[config.mk]
export PLATFORM = sky130hd
export DESIGN_NAME = rc4_prga_flat
export DESIGN_NICKNAME = d
export VERILOG_FILES = /design/src/rtl/rc4_prga_if.sv /design/src/rtl/rc4_prga.sv /design/src/flat_wrapper.sv
export SDC_FILE = /design/constraint.sdc
export NUM_CORES = 1
export LEC_CHECK = 0
export CAP_MARGIN = 30
export CORE_MARGIN = 3
export CORE_UTILIZATION = 33
export CTS_CLUSTER_DIAMETER = 120
export DETAILED_ROUTE_END_ITERATION = 7
export SLEW_MARGIN = 20
export SYNTH_ARGS = -nofsm -noshare
export SYNTH_HDL_FRONTEND = slang
export SYNTH_SLANG_ARGS = --single-unit
[constraint.sdc]
create_clock -name clk -period 1.9 [get_ports clk]
set_input_delay 0.38 -clock clk [delete_from_list [all_inputs] [get_ports clk]]
set_output_delay 0.38 -clock clk [all_outputs]
set_load 0.1 [all_outputs]
[src/rtl/rc4_prga_if.sv]
// ----------------------------------------------------------------------------
// rc4_prga_if
// Bundles the control handshake and the three memory ports of the RC4
// keystream generator.
//   start   level request from the key-scheduling controller
//   done    run complete (level)
//   bad     invalid plaintext byte seen (only with PRGA_CHAR_CHECK_EN)
//   s_*     shared 256x8 S RAM port (addr/data/wren out, q in)
//   e_*     encrypted-message ROM port (addr out, q in)
//   d_*     decrypted-message RAM write port
// master: the PRGA block. slave: controller plus memories.
// ----------------------------------------------------------------------------
interface rc4_prga_if;
    logic       start;
    logic       done;
    logic       bad;
    logic [7:0] s_addr;
    logic [7:0] s_data;
    logic       s_wren;
    logic [7:0] s_q;
    logic [7:0] e_addr;
    logic [7:0] e_q;
    logic [7:0] d_addr;
    logic [7:0] d_data;
    logic       d_wren;

    modport master (
        input  start, s_q, e_q,
        output done, bad, s_addr, s_data, s_wren, e_addr, d_addr, d_data, d_wren
    );

    modport slave (
        output start, s_q, e_q,
        input  done, bad, s_addr, s_data, s_wren, e_addr, d_addr, d_data, d_wren
    );
endinterface

[src/rtl/rc4_prga.sv]
// ----------------------------------------------------------------------------
// rc4_prga
// RC4 pseudo-random generation stage. Walks the already-permuted S RAM,
// swaps S[i]/S[j] for every byte, and writes keystream XOR ciphertext into
// the decrypted-message RAM. Each byte takes exactly nine cycles.
// Ports:
//   clk     system clock
//   reset   synchronous, active-high reset
//   bus     rc4_prga_if.master: start/done/bad plus S, E and D memory ports
// Parameters:
//   MSG_LEN number of message bytes processed (1..256)
// Build option:
//   PRGA_CHAR_CHECK_EN  when defined, stop early with bad=1 on the first
//                       decrypted byte that is neither space nor 'a'..'z'.
// Memories have one cycle of read latency: address in cycle N, q in N+1.
// ----------------------------------------------------------------------------
module rc4_prga #(
    parameter int unsigned MSG_LEN = 32
) (
    input  logic         clk,
    input  logic         reset,
    rc4_prga_if.master   bus
);

    typedef enum logic [3:0] {
        StIdle, StRdI, StLdI, StRdJ, StLdJ, StWrI, StWrJ, StRdF, StLdF, StWrD, StDone
    } state_e;

    localparam logic [8:0] LastK = 9'(MSG_LEN - 1);

    state_e     r_state, w_state_d;
    logic [7:0] r_i, w_i_d;
    logic [7:0] r_j, w_j_d;
    logic [8:0] r_k, w_k_d;
    logic [7:0] r_si, w_si_d;
    logic [7:0] r_sj, w_sj_d;
    logic [7:0] r_f, w_f_d;
    logic [7:0] w_dec;
    logic       w_invalid;

    // e_q holds ciphertext byte k for the whole byte slot because the ROM
    // address only changes when k advances at the end of WR_D.
    assign w_dec      = r_f ^ bus.e_q;
    assign bus.e_addr = r_k[7:0];

`ifdef PRGA_CHAR_CHECK_EN
    logic r_bad;

    assign w_invalid = !((w_dec == 8'h20) || ((w_dec >= 8'h61) && (w_dec <= 8'h7a)));
    assign bus.bad   = r_bad;

    // Sticky until reset or until a fresh run is accepted from IDLE.
    always_ff @(posedge clk) begin
        if (reset) begin
            r_bad <= 1'b0;
        end else if (r_state == StIdle && bus.start) begin
            r_bad <= 1'b0;
        end else if (r_state == StWrD && w_invalid) begin
            r_bad <= 1'b1;
        end
    end
`else
    assign w_invalid = 1'b0;
    assign bus.bad   = 1'b0;
`endif

    always_ff @(posedge clk) begin
        if (reset) begin
            r_state <= StIdle;
            r_i     <= 8'd0;
            r_j     <= 8'd0;
            r_k     <= 9'd0;
            r_si    <= 8'd0;
            r_sj    <= 8'd0;
            r_f     <= 8'd0;
        end else begin
            r_state <= w_state_d;
            r_i     <= w_i_d;
            r_j     <= w_j_d;
            r_k     <= w_k_d;
            r_si    <= w_si_d;
            r_sj    <= w_sj_d;
            r_f     <= w_f_d;
        end
    end

    always_comb begin
        w_state_d  = r_state;
        w_i_d      = r_i;
        w_j_d      = r_j;
        w_k_d      = r_k;
        w_si_d     = r_si;
        w_sj_d     = r_sj;
        w_f_d      = r_f;
        bus.done   = 1'b0;
        bus.s_addr = 8'd0;
        bus.s_data = 8'd0;
        bus.s_wren = 1'b0;
        bus.d_addr = 8'd0;
        bus.d_data = 8'd0;
        bus.d_wren = 1'b0;

        unique case (r_state)
            StIdle: begin
                if (bus.start) begin
                    w_i_d     = 8'd1;
                    w_j_d     = 8'd0;
                    w_k_d     = 9'd0;
                    w_state_d = StRdI;
                end
            end
            StRdI: begin
                bus.s_addr = r_i;
                w_state_d  = StLdI;
            end
            StLdI: begin
                w_si_d    = bus.s_q;
                w_j_d     = r_j + bus.s_q;
                w_state_d = StRdJ;
            end
            StRdJ: begin
                bus.s_addr = r_j;
                w_state_d  = StLdJ;
            end
            StLdJ: begin
                w_sj_d    = bus.s_q;
                w_state_d = StWrI;
            end
            StWrI: begin
                bus.s_addr = r_i;
                bus.s_data = r_sj;
                bus.s_wren = 1'b1;
                w_state_d  = StWrJ;
            end
            // When i==j both writes hit one address with the same value.
            StWrJ: begin
                bus.s_addr = r_j;
                bus.s_data = r_si;
                bus.s_wren = 1'b1;
                w_state_d  = StRdF;
            end
            StRdF: begin
                bus.s_addr = r_si + r_sj;
                w_state_d  = StLdF;
            end
            StLdF: begin
                w_f_d     = bus.s_q;
                w_state_d = StWrD;
            end
            StWrD: begin
                bus.d_addr = r_k[7:0];
                bus.d_data = w_dec;
                bus.d_wren = 1'b1;
                if (r_k == LastK || w_invalid) begin
                    w_state_d = StDone;
                end else begin
                    w_k_d     = r_k + 9'd1;
                    w_i_d     = r_i + 8'd1;
                    w_state_d = StRdI;
                end
            end
            StDone: begin
                bus.done = 1'b1;
                if (!bus.start) begin
                    w_state_d = StIdle;
                end
            end
            default: begin
                w_state_d = StIdle;
            end
        endcase
    end

endmodule
[src/flat_wrapper.sv]
// flat-port wrapper written by rule: the top's interface ports become plain ports
module rc4_prga_flat 
#(
    parameter int unsigned MSG_LEN = 32
)
  (clk, reset, bus_start, bus_s_q, bus_e_q, bus_done, bus_bad, bus_s_addr, bus_s_data, bus_s_wren, bus_e_addr, bus_d_addr, bus_d_data, bus_d_wren);
  rc4_prga_if bus_i ();
  input  logic clk;
  input  logic reset;
  input wire logic [$bits(bus_i.start)-1:0] bus_start;
  input wire logic [$bits(bus_i.s_q)-1:0] bus_s_q;
  input wire logic [$bits(bus_i.e_q)-1:0] bus_e_q;
  output wire logic [$bits(bus_i.done)-1:0] bus_done;
  output wire logic [$bits(bus_i.bad)-1:0] bus_bad;
  output wire logic [$bits(bus_i.s_addr)-1:0] bus_s_addr;
  output wire logic [$bits(bus_i.s_data)-1:0] bus_s_data;
  output wire logic [$bits(bus_i.s_wren)-1:0] bus_s_wren;
  output wire logic [$bits(bus_i.e_addr)-1:0] bus_e_addr;
  output wire logic [$bits(bus_i.d_addr)-1:0] bus_d_addr;
  output wire logic [$bits(bus_i.d_data)-1:0] bus_d_data;
  output wire logic [$bits(bus_i.d_wren)-1:0] bus_d_wren;
  assign bus_i.start = bus_start;
  assign bus_i.s_q = bus_s_q;
  assign bus_i.e_q = bus_e_q;
  assign bus_done = bus_i.done;
  assign bus_bad = bus_i.bad;
  assign bus_s_addr = bus_i.s_addr;
  assign bus_s_data = bus_i.s_data;
  assign bus_s_wren = bus_i.s_wren;
  assign bus_e_addr = bus_i.e_addr;
  assign bus_d_addr = bus_i.d_addr;
  assign bus_d_data = bus_i.d_data;
  assign bus_d_wren = bus_i.d_wren;
  rc4_prga #(.MSG_LEN(MSG_LEN)) u_core (.clk(clk), .reset(reset), .bus(bus_i));
endmodule
======== After elaboration in Yosys (flattened, before gate mapping) ========
Index checks and enable logic that the tools add are counted.
cells by class
  bitwise gates (word level) .............. 1
  add/subtract/negate cells ............... 4
  multiplexer cells ....................... 19
  eq/ne operators ......................... 14
  reduce and logical (&&, ||, !) cells .... 9
operators by type and width
  operator                                       count
  one-hot mux 8 bit (2 select lines)             3
  one-hot mux 4 bit (11 select lines)            1
  2-to-1 mux 8 bit                               5
  one-hot mux 8 bit (3 select lines)             1
  2-to-1 mux 9 bit                               2
  one-hot mux 9 bit (2 select lines)             1
  adder 8 bit                                    2
  == test 4 x 3 -> 1 bit, second input constant  4
  == test 4 bit, second input constant           3
  2-to-1 mux 4 bit                               3
  adder 9 x 1 -> 9 bit, second input constant    1
  == test 9 x 5 -> 1 bit, second input constant  1
  adder 8 x 1 -> 8 bit, second input constant    1
  == test 4 x 2 -> 1 bit, second input constant  2
  XOR 8 bit                                      1
  inequality test 2 bit, second input constant   3
  OR reduction 2 bit                             3
  == test 4 x 1 -> 1 bit, second input constant  1
  zero test 4 bit                                1
  AND reduction 2 bit                            2
  nonzero test 2 bit                             2
  2-to-1 mux 1 bit                               3
  AND reduction 3 bit                            1
word-level totals
  input port bits ......................... 19
  word-level logic and storage cells ...... 54
  register bits after elaboration ......... 53
  output and inout bits ................... 44

======== Longest topological paths before layout ========
Gate-level depths: netlist of the first run.
  depth after elaboration ................. 3
  mapped depth ............................ 7
  gate-level depth less buffers ........... 7

======== Least setup slack after synthesis of the first run ========
Ideal clock, no wire load.
  kind .................................... register to output
  start point ............................. reg u_core.r_sj[0]
  end point ............................... out bus_s_addr[6]
  cell stages (with the launch flop) ...... 8
  arrival time ............................ 3,605 ps
  required time ........................... 1,520 ps
  buffers on the path ..................... 0
  path slack .............................. -2,085 ps
  cell sequence ........................... dfxtp_1 ha_1 fa_1 a21o_1 a21oi_1 o21ai_0 mux2i_1 o21ai_0
between the ends
  longest elaborated chain between the ends .. 2
RTL lines
  element                             RTL line            RTL
  start, declared                     rc4_prga.sv:36      logic [7:0] r_sj, w_sj_d;
  start signal, assigned              rc4_prga.sv:82      r_sj <= w_sj_d;
  adder 8 bit                         rc4_prga.sv:143     bus.s_addr = r_si + r_sj;
  one-hot mux 8 bit (3 select lines)  rc4_prga.sv:103     unique case (r_state)
  end, declared                       flat_wrapper.sv:15  output wire logic [$bits(bus_i.s_addr)-1:0] bus_s_addr;
Every way passes these cells.

======== Final worst setup path of the first run ========
Ends and elaborated chain as after synthesis.

==> results of run 1 <==
-- cells in the mapped netlist (all sizes together), types with 2 or more instances --
cell type	instances
a211o	2
a211oi	6
dfxtp	53
a2111oi	3
or4	2
a221oi	2
o211ai	3
ha	16
nand3	16
nor2	47
and2	8
nand4b	4
o2111ai	2
nor3b	2
nand2	67
a222oi	3
mux2i	4
a21oi	46
xnor2	19
o21bai	3
xor2	9
clkbuf	6
buf	22
fa	2
nor2b	6
and3	2
nor3	7
o21ai	12
a22oi	10
a21o	6
inv	9
nand2b	6
-- power by group --
part / switching [mW] / internal (mW)
logic: 0.413 / 0.379
registers: 0.0491 / 1.14
clock network: 0.414 / 0.304
-- path summary, 6_finish.rpt --
check                                endpoint  cells past startpoint
worst max-delay path            bus_s_addr[6]                      8
worst min register to register  u_core.r_f[0]                      2
worst min-delay path            u_core.r_f[0]                      2
worst max register to register  u_core.r_i[7]                      8
-- routing by layer --
layer  global-route usage  routed length, µm  vias up
met5                    0                  0        -
met4              0.04810                219        0
met3              0.03036                567       17
met2               0.3403               5851       96
met1               0.2528               4775     1760
li1                     -                  -     1771
-- registers in the layout, indices dropped and copies added (netlist names) --
signal,count
u_core.r_i,8
u_core.r_state,4
u_core.r_j,8
u_core.r_sj,8
u_core.r_k,9
u_core.r_si,8
u_core.r_f,8
-- cell type report --
type / instances / area [µm²]
timing repair inverter: 1 / 7.507
multi-input combinational: 330 / 2728
inverter: 9 / 41.29
fill: 794 / 3674
tap: 133 / 166.4
timing repair buffer: 172 / 1966
clock buffer: 6 / 82.58
sequential: 53 / 1092
clock inverter: 2 / 17.52
-- tightest hold or removal path: cells and delay by family (launching register included) --
| family | cells | cell delay, ns |
|---|---|---|
| flops | 1 | 0.33 |
| simple gates | 1 | 0.06 |
| compound gates | 1 | 0.05 |
-- cells in the final DEF, fill, tap and decap left out, drive strengths merged, types with 6 or more instances in the layout --
cell type | Yosys | layout
a211oi | 6 | 6
a21o | 6 | 6
a21oi | 46 | 46
a22oi | 10 | 10
and2 | 8 | 8
buf | 22 | 154
clkbuf | 6 | 6
clkdlybuf4s50 | 0 | 13
dfxtp | 53 | 53
ha | 16 | 16
inv | 9 | 8
nand2 | 67 | 67
nand2b | 6 | 6
nand3 | 16 | 16
nor2 | 47 | 47
nor2b | 6 | 7
nor3 | 7 | 7
o21ai | 12 | 12
xnor2 | 19 | 19
xor2 | 9 | 9
-- logic make-up (layout without fill, tap and decap cells) --
| group | after synthesis | after routing | share of synthesized area |
|---|---|---|---|
| and+or+nand+nor | 172 | 173 | 0.2506 |
| buffers and inverters | 37 | 190 | 0.05906 |
| adders and majority gates | 18 | 18 | 0.07223 |
| xor gates and xnor gates | 28 | 28 | 0.07374 |
| AOI/OAI and AO/OA | 105 | 105 | 0.2088 |
| other | 1 | 1 | 0.001128 |
| muxes | 5 | 5 | 0.01543 |
| DFF | 53 | 53 | 0.3190 |
-- timing repair --
item,4_1_cts,5_1_grt
pin swaps,30,24
gates resized for setup,64,49
hold buffers,0,0
buffers inserted,6,17
cloned,2,0
setup endpoints to repair,37,41
==> results.ini, run 1 <==
[run_status]
outcome=complete, but fails checks
violations=negative setup slack

[worst_setup_path]
cp_slowest_cell=dfxtp_2
worstSetupPathType=flip-flop to primary output
cp_max_fo=2
critPathBufInv=1
end_kind=primary output
reg2reg_from=u_core.r_state[3]
cp-startpoint=u_core.r_sj[0]
timing.reg2reg.setup_slack_ns=-0.03
worstPathArrival_ns=2.14
path_cells=ha_4, fa_2, a21o_1, a21oi_4, o21ai_2, mux2i_2, o21ai_4, buf_12
crit_family=compound AO/OA/AOI/OAI gates
start_kind=flip-flop
critPathMaxStageDelay_ns=0.35
critPathRequiredTime_ns=1.52

[cts]
clk_latency_ns=0.32
clk_path_buf_depth=2
htreeDepth=2
cts_sinks=53
clkTransAtPathRegs_ns=0.10
numCtsBuffers=5
clockRootBuffer=clkbuf_8
cts_tree=done

[floorplanning]
die-area_um2=11320
io_pins=63
die_w_um=106.4
die_y_um=106.4
coreArea_um2=9774
start_util=0.3402
rows=36

[logic_synthesis]
synth-seq-cells=53
yosys.area.top_type=dfxtp_1
synth_top_area_frac=0.3190
synth_area_um2=3326
synthFlopType=dfxtp_1
synth.area.top_cells=dfxtp_1 (32%), nand2_1 (7.4%), a21oi_1 (6.9%), ha_1 (6.0%), nor2_1 (5.3%)
avgSynthCellArea_um2=7.937
async_reset_ff_frac=0
ys_seq_area_frac=0.3190
netlist_instances=419
ys_types=55
yosysWarningCount=0
synth_edf_count=0
syn_nets=456

[drt]
antenna_left=0
vias=3644
drc=0
routed_wl_um=11410
vias_per_cell=5.161
drt_iter0_drc=174
first_pass_iters=6
wire_per_inst_um=16.17

[cells_and_area]
area_delta_synth_final_pct=83.45
n_antenna_cell=0
nets=609
final_layout_size_suffix_gt1_frac=0.4921
fin_cells=706
fin_util=0.6242
stdcell_area_um2=6101

[sta]
fin_crit_ns=2.519
worst_pin_slew_ns=0.5137
slew_viol_final=0
setup_violations=33
slew_headroom=0.6547
fin_crit_sh=1.326
fmax_mhz=397.1
skew_ns=0.01021
setup_slack_ns=-0.6186
hold_violations=0
setup_tns_ns=-5.429
hold_ws_ns=0.4812
rsz0062_at_grt=yes

[power]
powerDensity_nw_per_um2=443.0
leakage_nw=2.292
ir_worst_vdd_mv=0.3054
finalPower_mw=2.702

[place]
preCtsSetupSlack_ns=-0.5474
dpl-instance-area_um2=5358
dp.cells=677
place.gp.congestion=0.8923
io_buffer_count=61
dp_hpwl_um=8109

[global_route]
track_usage=0.1956
antenna_found_initial=0
grt_pass1_wl_um=17770
grt_pass1_vias=3509
grt_max_degree=36
globalRouteOverflowTotal=0

[run]
maxCapViolCount=0

[worst_hold_path]
hp-class=flip-flop to flip-flop
hold_path.startpoint=u_core.r_f[0]

No activity file was read; power rests on OpenSTA's default activity.
==> run 2: changes to the inputs <==
- DONT_BUFFER_PORTS: unset -> 1
==> results.ini, run 2 (synthesized netlist as in run 1, its figures left out) <==
[sta]
skew_ns=0.01361  ; +0.003398 ns
fin_crit_sh=1.298  ; -0.02772
fin_crit_ns=2.466  ; -0.05266 ns
slew_headroom=0.6276  ; -0.02706
hold_violations=0  ; unchanged
setup_slack_ns=-0.5659  ; +0.05266 ns
rsz0062_at_grt=yes
setup_violations=34  ; +3.0%
slew_viol_final=0  ; unchanged
worst_pin_slew_ns=0.5556  ; +0.04183 ns
fmax_mhz=405.5  ; +2.1%

[worst_setup_path]
worstSetupPathType=flip-flop to primary output
end_kind=primary output
worstPathArrival_ns=2.09  ; -0.05 ns
crit_family=compound AO/OA/AOI/OAI gates
critPathRequiredTime_ns=1.52  ; about the same
cp_max_fo=2  ; unchanged
cp_slowest_cell=dfxtp_2
path_cells=ha_4, fa_2, a21o_1, a21oi_2, o21ai_2, mux2i_1, o21ai_4, buf_12
start_kind=flip-flop
critPathMaxStageDelay_ns=0.36  ; about the same
critPathBufInv=1  ; unchanged

[place]
preCtsSetupSlack_ns=-0.2619  ; +0.2855 ns
dp.cells=626  ; -7.5%
place.gp.congestion=0.9180  ; +2.9%
io_buffer_count=0  ; -100%
dpl-instance-area_um2=4667  ; -13%
dp_hpwl_um=7514  ; -7.3%

[run_status]
outcome=complete, but fails checks
violations=negative setup slack

[cells_and_area]
area_delta_synth_final_pct=61.36
nets=559  ; -8.2%
fin_util=0.5490  ; -0.07514
mostFrequentLayoutCells=buf_4 (80), nand2_1 (63), a21oi_1 (40)
final_common_cell=buf_4
n_antenna_cell=0  ; unchanged
largest_reg_flops=9  ; unchanged
top_register=u_core.r_k
stdcell_area_um2=5366  ; -12%
fin_cells=656  ; -7.1%
final_layout_size_suffix_gt1_frac=0.4627  ; -0.02943

[floorplanning]
rows=36  ; unchanged
io_pins=63  ; unchanged
die_w_um=106.4  ; unchanged
coreArea_um2=9774  ; unchanged
die_y_um=106.4  ; unchanged
start_util=0.3402  ; unchanged
die-area_um2=11320  ; unchanged

[worst_hold_path]
hp-class=primary input to flip-flop

[run]
maxCapViolCount=0  ; unchanged

[drt]
wire_per_inst_um=16.22  ; +0.36%
vias_per_cell=5.204  ; +0.83%
drt_iter0_drc=179  ; +2.9%
drc=0  ; unchanged
routed_wl_um=10640  ; -6.7%
vias=3414  ; -6.3%
first_pass_iters=6  ; unchanged
antenna_left=0  ; unchanged

[power]
finalPower_mw=2.554  ; -5.5%
ir_worst_vdd_mv=0.3227  ; +5.7%
powerDensity_nw_per_um2=476.0  ; +7.5%
leakage_nw=1.979  ; -14%

[global_route]
globalRouteOverflowTotal=0  ; unchanged
grt_pass1_wl_um=16580  ; -6.7%
grt_max_degree=46  ; +28%
grt_pass1_vias=3259  ; -7.1%
track_usage=0.1800  ; -0.01562
antenna_found_initial=0  ; unchanged

[cts]
htreeDepth=2  ; unchanged
clk_path_buf_depth=2  ; unchanged
clk_latency_ns=0.32  ; about the same
cts_tree=done
clockRootBuffer=clkbuf_8
clkTransAtPathRegs_ns=0.11  ; about the same
cts_sinks=53  ; unchanged
cts_hold_buf=0  ; unchanged
numCtsBuffers=5  ; unchanged

## run 2: area by class of cell
type | instances | area (µm²)
clock buffer | 5 | 68.82
clock inverter | 3 | 26.28
fill | 839 | 4408
inverter | 9 | 37.54
multi-input combinational | 329 | 2663
sequential | 53 | 1096
tap | 133 | 166.4
timing repair buffer | 123 | 1301
timing repair inverter | 1 | 7.507
## run 2: where the power goes
group / switching, mW / internal, mW
combinational: 0.357 / 0.317
clock: 0.424 / 0.270
sequential: 0.0413 / 1.14
total: 0.823 / 1.73
## run 2: layer usage
metal  vias up  GRT usage  wire length (µm)  share of wire
met5         -          0                 0              0
met4         0    0.03145                72         0.0068
met3         6    0.03157               560          0.053
met2        88     0.3127              5398           0.51
met1      1647     0.2359              4611           0.43
li1       1673          -                 -              -
## run 2: stage by stage
step,TNS [ns],hold WS (ns)
after floorplan,-1.096,0.4488
after global placement,-1.039,0.4565
after detailed placement,-1.108,0.4567
after CTS,-6.797,0.1119
after global routing,-8.814,0.1089
final,-6.218,0.1248
## run 2: timing repair
item | in CTS | in global routing
resized for setup | 49 | 55
setup buffers | 8 | 14
pin swaps | 21 | 29
setup endpoints to repair | 34 | 41
cloned | 1 | 1
## run 2: worst paths after layout
check                                        from            end  slack (ns)  cells after the start
worst max-delay path               u_core.r_sj[0]  bus_s_addr[6]       -0.57                      8
worst max register to register  u_core.r_state[1]  u_core.r_i[7]       -0.06                      8
worst min register to register      u_core.r_f[3]  u_core.r_f[3]        0.47                      2
worst min-delay path                        reset  u_core.r_k[1]        0.12                      1
